**config.mk**
```make
export PLATFORM = sky130hd
export DESIGN_NAME = cycle_controller
export DESIGN_NICKNAME = d
export VERILOG_FILES = /design/src/rtl/cycle_ctrl_pkg.sv /design/src/rtl/cycle_controller_divider.sv /design/src/rtl/cycle_controller.sv
export SDC_FILE = /design/constraint.sdc
export NUM_CORES = 1
export LEC_CHECK = 0
export ABC_CLOCK_PERIOD_IN_PS = 3000
export BUFFER_PORTS_ARGS = -buffer_cell sky130_fd_sc_hd__buf_2
export CAP_MARGIN = 20
export CORE_ASPECT_RATIO = 1.25
export CORE_UTILIZATION = 54
export CTS_CLUSTER_DIAMETER = 40
export DETAILED_ROUTE_END_ITERATION = 10
export PLACE_DENSITY = 0.79
export SLEW_MARGIN = 15
export SYNTH_ARGS = -nofsm -noshare
export SYNTH_HDL_FRONTEND = slang
export SYNTH_SLANG_ARGS = --single-unit
```
**constraint.sdc**
```tcl
create_clock -name CLK -period 3 [get_ports CLK]
set_clock_uncertainty 0.2 [all_clocks]
set_input_delay 0.9 -clock CLK [delete_from_list [all_inputs] [get_ports CLK]]
set_output_delay 0.9 -clock CLK [all_outputs]
set_load 0.02 [all_outputs]
```
**src/rtl/cycle_ctrl_pkg.sv**
```systemverilog
// Shared constants for the cycle controller: state encodings,
// counter widths and the legal divider range.
package cycle_ctrl_pkg;

  localparam logic [1:0] ST_IDLE = 2'd0;
  localparam logic [1:0] ST_RUN  = 2'd1;
  localparam logic [1:0] ST_STEP = 2'd2;
  localparam logic [1:0] ST_HALT = 2'd3;

  localparam int CYCLES_W = 32;
  localparam int DIV_MIN  = 1;
  localparam int DIV_MAX  = 255;
  localparam int DIV_W    = 8;

  // Keep an out-of-range DIV from producing a nonsense terminal count.
  function automatic int clamp_div(input int div);
    if (div < DIV_MIN)
      return DIV_MIN;
    else if (div > DIV_MAX)
      return DIV_MAX;
    else
      return div;
  endfunction

endpackage

```
**src/rtl/cycle_controller_divider.sv**
```systemverilog
// clk_divider: counts 0..DIV-1 while enabled; tick marks the
// terminal count. Counter is held at zero while clear is high.
module clk_divider
  import cycle_ctrl_pkg::*;
#(
  parameter int DIV = 1
) (
  input  logic CLK,
  input  logic RESET,
  input  logic clear,
  input  logic enable,
  output logic tick
);

  localparam int DIV_EFF = clamp_div(DIV);
  localparam logic [DIV_W-1:0] TOP = DIV_W'(DIV_EFF - 1);

  logic [DIV_W-1:0] cnt;

  always_ff @(posedge CLK) begin
    if (RESET || clear) begin
      cnt <= '0;
    end else if (enable) begin
      if (cnt == TOP)
        cnt <= '0;
      else
        cnt <= cnt + 1'b1;
    end
  end

  assign tick = (cnt == TOP);

endmodule

```
**src/rtl/cycle_controller.sv**
```systemverilog
// Run/step/halt sequencer producing the datapath clock enable.
// Optional cycle limit is compiled in with CYCLE_LIMIT_EN.
module cycle_controller
  import cycle_ctrl_pkg::*;
#(
  parameter int DIV        = 1,
  parameter int MAX_CYCLES = 1000
) (
  input  logic                CLK,
  input  logic                RESET,
  input  logic                RUN,
  input  logic                STEP,
  input  logic                HALT_REQ,
  output logic                CE,
  output logic [CYCLES_W-1:0] CYCLES,
  output logic [1:0]          STATE,
  output logic                HALTED
);

`ifdef CYCLE_LIMIT_EN
  localparam bit LIMIT_ON = 1'b1;
`else
  localparam bit LIMIT_ON = 1'b0;
`endif

  localparam logic [CYCLES_W-1:0] LIMIT_LAST =
    CYCLES_W'(MAX_CYCLES - 1);

  logic [1:0]          state;
  logic [1:0]          state_d;
  logic                step_prev;
  logic                step_edge;
  logic                div_tick;
  logic                ce;
  logic                limit_hit;
  logic [CYCLES_W-1:0] cycles_q;

  clk_divider #(
    .DIV(DIV)
  ) u_div (
    .CLK    (CLK),
    .RESET  (RESET),
    .clear  (state != ST_RUN),
    .enable (state == ST_RUN),
    .tick   (div_tick)
  );

  // CE depends only on registered state and divider count.
  assign ce = ((state == ST_RUN) && div_tick)
            || (state == ST_STEP);

  assign step_edge = STEP && !step_prev;

  assign limit_hit = LIMIT_ON && ce
                   && (cycles_q == LIMIT_LAST);

  always_comb begin
    state_d = state;
    unique case (state)
      ST_IDLE: begin
        if (RUN)
          state_d = ST_RUN;
        else if (step_edge)
          state_d = ST_STEP;
      end
      ST_RUN: begin
        if (ce && (HALT_REQ || limit_hit))
          state_d = ST_HALT;
        else if (!RUN)
          state_d = ST_IDLE;
      end
      ST_STEP: begin
        if (HALT_REQ || limit_hit)
          state_d = ST_HALT;
        else
          state_d = ST_IDLE;
      end
      ST_HALT: state_d = ST_HALT;
      default: state_d = ST_IDLE;
    endcase
  end

  // History resets high so a STEP held through reset is not an edge.
  always_ff @(posedge CLK) begin
    if (RESET) begin
      state     <= ST_IDLE;
      step_prev <= 1'b1;
      cycles_q  <= '0;
    end else begin
      state     <= state_d;
      step_prev <= STEP;
      if (ce)
        cycles_q <= cycles_q + 1'b1;
    end
  end

  assign CE     = ce;
  assign CYCLES = cycles_q;
  assign STATE  = state;
  assign HALTED = (state == ST_HALT);

endmodule

```
==> results.toml <==
[power]
p_int_w = 0.000935
seq_power_share = 0.488
p_sw_w = 0.000264
cellLeakagePower_nw = 0.907
power_frac_comb = 0.064
p_sw_frac = 0.220
ir_drop_uv = 371
power.density_nw_per_um2 = 505
power_frac_clock = 0.448

[placement]
place_hpwl_um = 2700
io_buffers = 40
dp.cells = 300
gp_congestion = 0.798
dpl_cell_area_um2 = 2230

[sta]
fin_tns_setup_ns = 0
drv_slew = 0
hold_viol_final = 0
setup_viol = 0
slew_headroom = 0.579
rsz0062_at_grt = "no"
tightestPinTransition_ns = 0.626
fin_crit_ns = 2.89
fmaxAchievable_mhz = 346
period_share = 0.964

[clock_tree]
cts_made_buffers = 5
clock-root-buffer = "clkbuf_8"
cts_tree = "yes"
cts_sinks = 43
clock_latency_ns = 0.30
htreeDepth = 2
clkTransAtPathRegs_ns = 0.08
cts_hold_buf = 0
clockBufferDepth = 2

[synthesis]
yosysTopAreaCell = "dfxtp_1"
synth_area_leaders = "dfxtp_1 43%, xor2_1 6.9%, nor2_1 6.5%, xnor2_1 6.5%, nand4_1 4.3%"
yosysSeqAreaShare = 0.426
synth_seq_cells = 43
syn_avg_cell_area_um2 = 8.82
synth_cell_types = 36
synthArstFlopShare = 0
synth_cells = 229
synth_flop_cell = "dfxtp_1"
syn_nets = 237
synth_top_area_frac = 0.426
synth_area_um2 = 2020
synth_edf_count = 0
ys_warn_count = 0

[run_status]
violations = "DRC"
outcome = "finished with violations"

[grt]
busiest_layer = "met2"
grt_pass1_vias = 1537
grt_antenna_before_repair = 0
grt_usage = 0.225
grt_use_met1 = 0.278
overflow = 0
grt_pass1_wl_um = 6920
met3_usage = 0.0556
grt_use_met2 = 0.356
grt_max_degree = 37

[layout]
final_net_count = 277
final_cell_mix = "42 x dfxtp_1, 39 x buf_2, 35 x nor2_1"
layout_commonest_cell = "dfxtp_1"
final_core_util = 0.670
design_area_um2 = 2370
drive_above_1_share = 0.222
syn2layout_area_growth_pct = 17.5
antenna_cells = 0
fin_cells = 309

[route]
wl_per_cell_um = 13.1
dr.pass1.iters = 7
viasPerCell = 5.58
drc = 8
antenna_left = 0
routed_wl_um = 4050
drt-initial-drc-count = 70
vias = 1723

[setup_path]
cp-end-kind = "primary output"
rr_startpoint = "u_div.cnt[1]"
worstSetupStartpointType = "flip-flop"
arrival_ns = 1.79
critPathKind = "reg2out"
startpoint = "u_div.cnt[1]"
path_max_fanout = 5
required_ns = 1.90

[floorplanning]
die_w_um = 56.7
ios = 41
core_um2 = 3540
die-area_um2 = 3990
rows = 24
start_util = 0.570
fp.dieH_um = 70.4

[hold_path]
hold_start = "u_div.cnt[0]"
hold_path.class = "reg2reg"

[flow_run]
maxCapViolCount = 0
## synth_stat cells (2+ instances only)
master,instances
nor2_1,35
nand2_1,14
and3_1,3
nor3_1,9
dfxtp_1,43
nand3_1,10
a21oi_1,9
nand2b_1,3
o21ai_0,5
nor4_1,4
ha_1,3
nand4_1,14
nor4b_2,2
or3_1,9
or4_1,2
inv_1,4
or2_2,2
buf_6,2
and2_1,2
xor2_1,16
and4_1,4
xnor2_1,15
clkbuf_1,6
## logic make-up (layout without fill, tap and decap cells)
group | after synthesis | after routing | share of synthesized area
adder cells (fa/ha/maj) | 3 | 3 | 0.0186
XOR/XNOR | 31 | 31 | 0.134
buffers and inverters | 14 | 55 | 0.0365
flip-flops | 43 | 43 | 0.426
AND/OR/NAND/NOR | 120 | 120 | 0.335
AO/OA/AOI/OAI | 18 | 18 | 0.0496
## power groups by stage
stage          logic [W]  clock network, W  registers, W
2_1_floorplan  0.0000517                 0      0.000605
3_3_place_gp   0.0000703                 0      0.000599
3_5_place_dp   0.0000723                 0      0.000599
4_1_cts        0.0000774          0.000541      0.000585
5_1_grt        0.0000844          0.000568      0.000587
6_report       0.0000769          0.000537      0.000585
## cell type report
type / count / area, µm²
Timing Repair Buffer: 42 / 218
Clock inverter: 3 / 67.6
Tap cell: 39 / 48.8
Inverter: 5 / 23.8
Clock buffer: 5 / 68.8
Sequential cell: 43 / 862
Fill cell: 300 / 1170
Multi-Input combinational cell: 172 / 1080
## final timing paths
kind | slack (ns) | endpoint | cells past startpoint
setup reg to reg | 0.50 | CYCLES[31] | 9
hold reg to reg | 0.28 | u_div.cnt[0] | 1
hold / removal | 0.28 | u_div.cnt[0] | 1
setup / recovery | 0.11 | CE | 6
## per-layer routing
metal,up-vias,part of all wire
met4,0,0.023
met5,-,0
li1,871,-
met1,811,0.45
met3,7,0.041
met2,34,0.49
## sequential cells by signal (all words and copies together), names as in the netlist
name	flops
CYCLES	32
u_div.cnt	8
STATE	2
step_prev	1
## worst max-delay path: stages (launching register included)
cell and delay (ns):
dfxtp_1 0.36, inv_1 0.07, ha_1 0.12, or4b_4 0.45, o31a_1 0.30, clkinv_4 0.07
buf_4 0.13
## through the flow
step	hold WS (ns)	power (W)	setup WS (ns)
2_1_floorplan	0.249	0.000656	0.220
3_3_place_gp	0.266	0.000669	0.289
3_5_place_dp	0.266	0.000671	0.266
4_1_cts	0.278	0.00120	0.0230
5_1_grt	0.306	0.00124	0.0250
6_report	0.276	0.00120	0.109
## timing repair
item | CTS | global route
gates cloned | 0 | 0
setup endpoints to repair | 1 | 1
gates resized for setup | 1 | 1
pin swaps | 0 | 1
buffers inserted | 1 | 0
No activity file was read; power rests on OpenSTA's default activity.
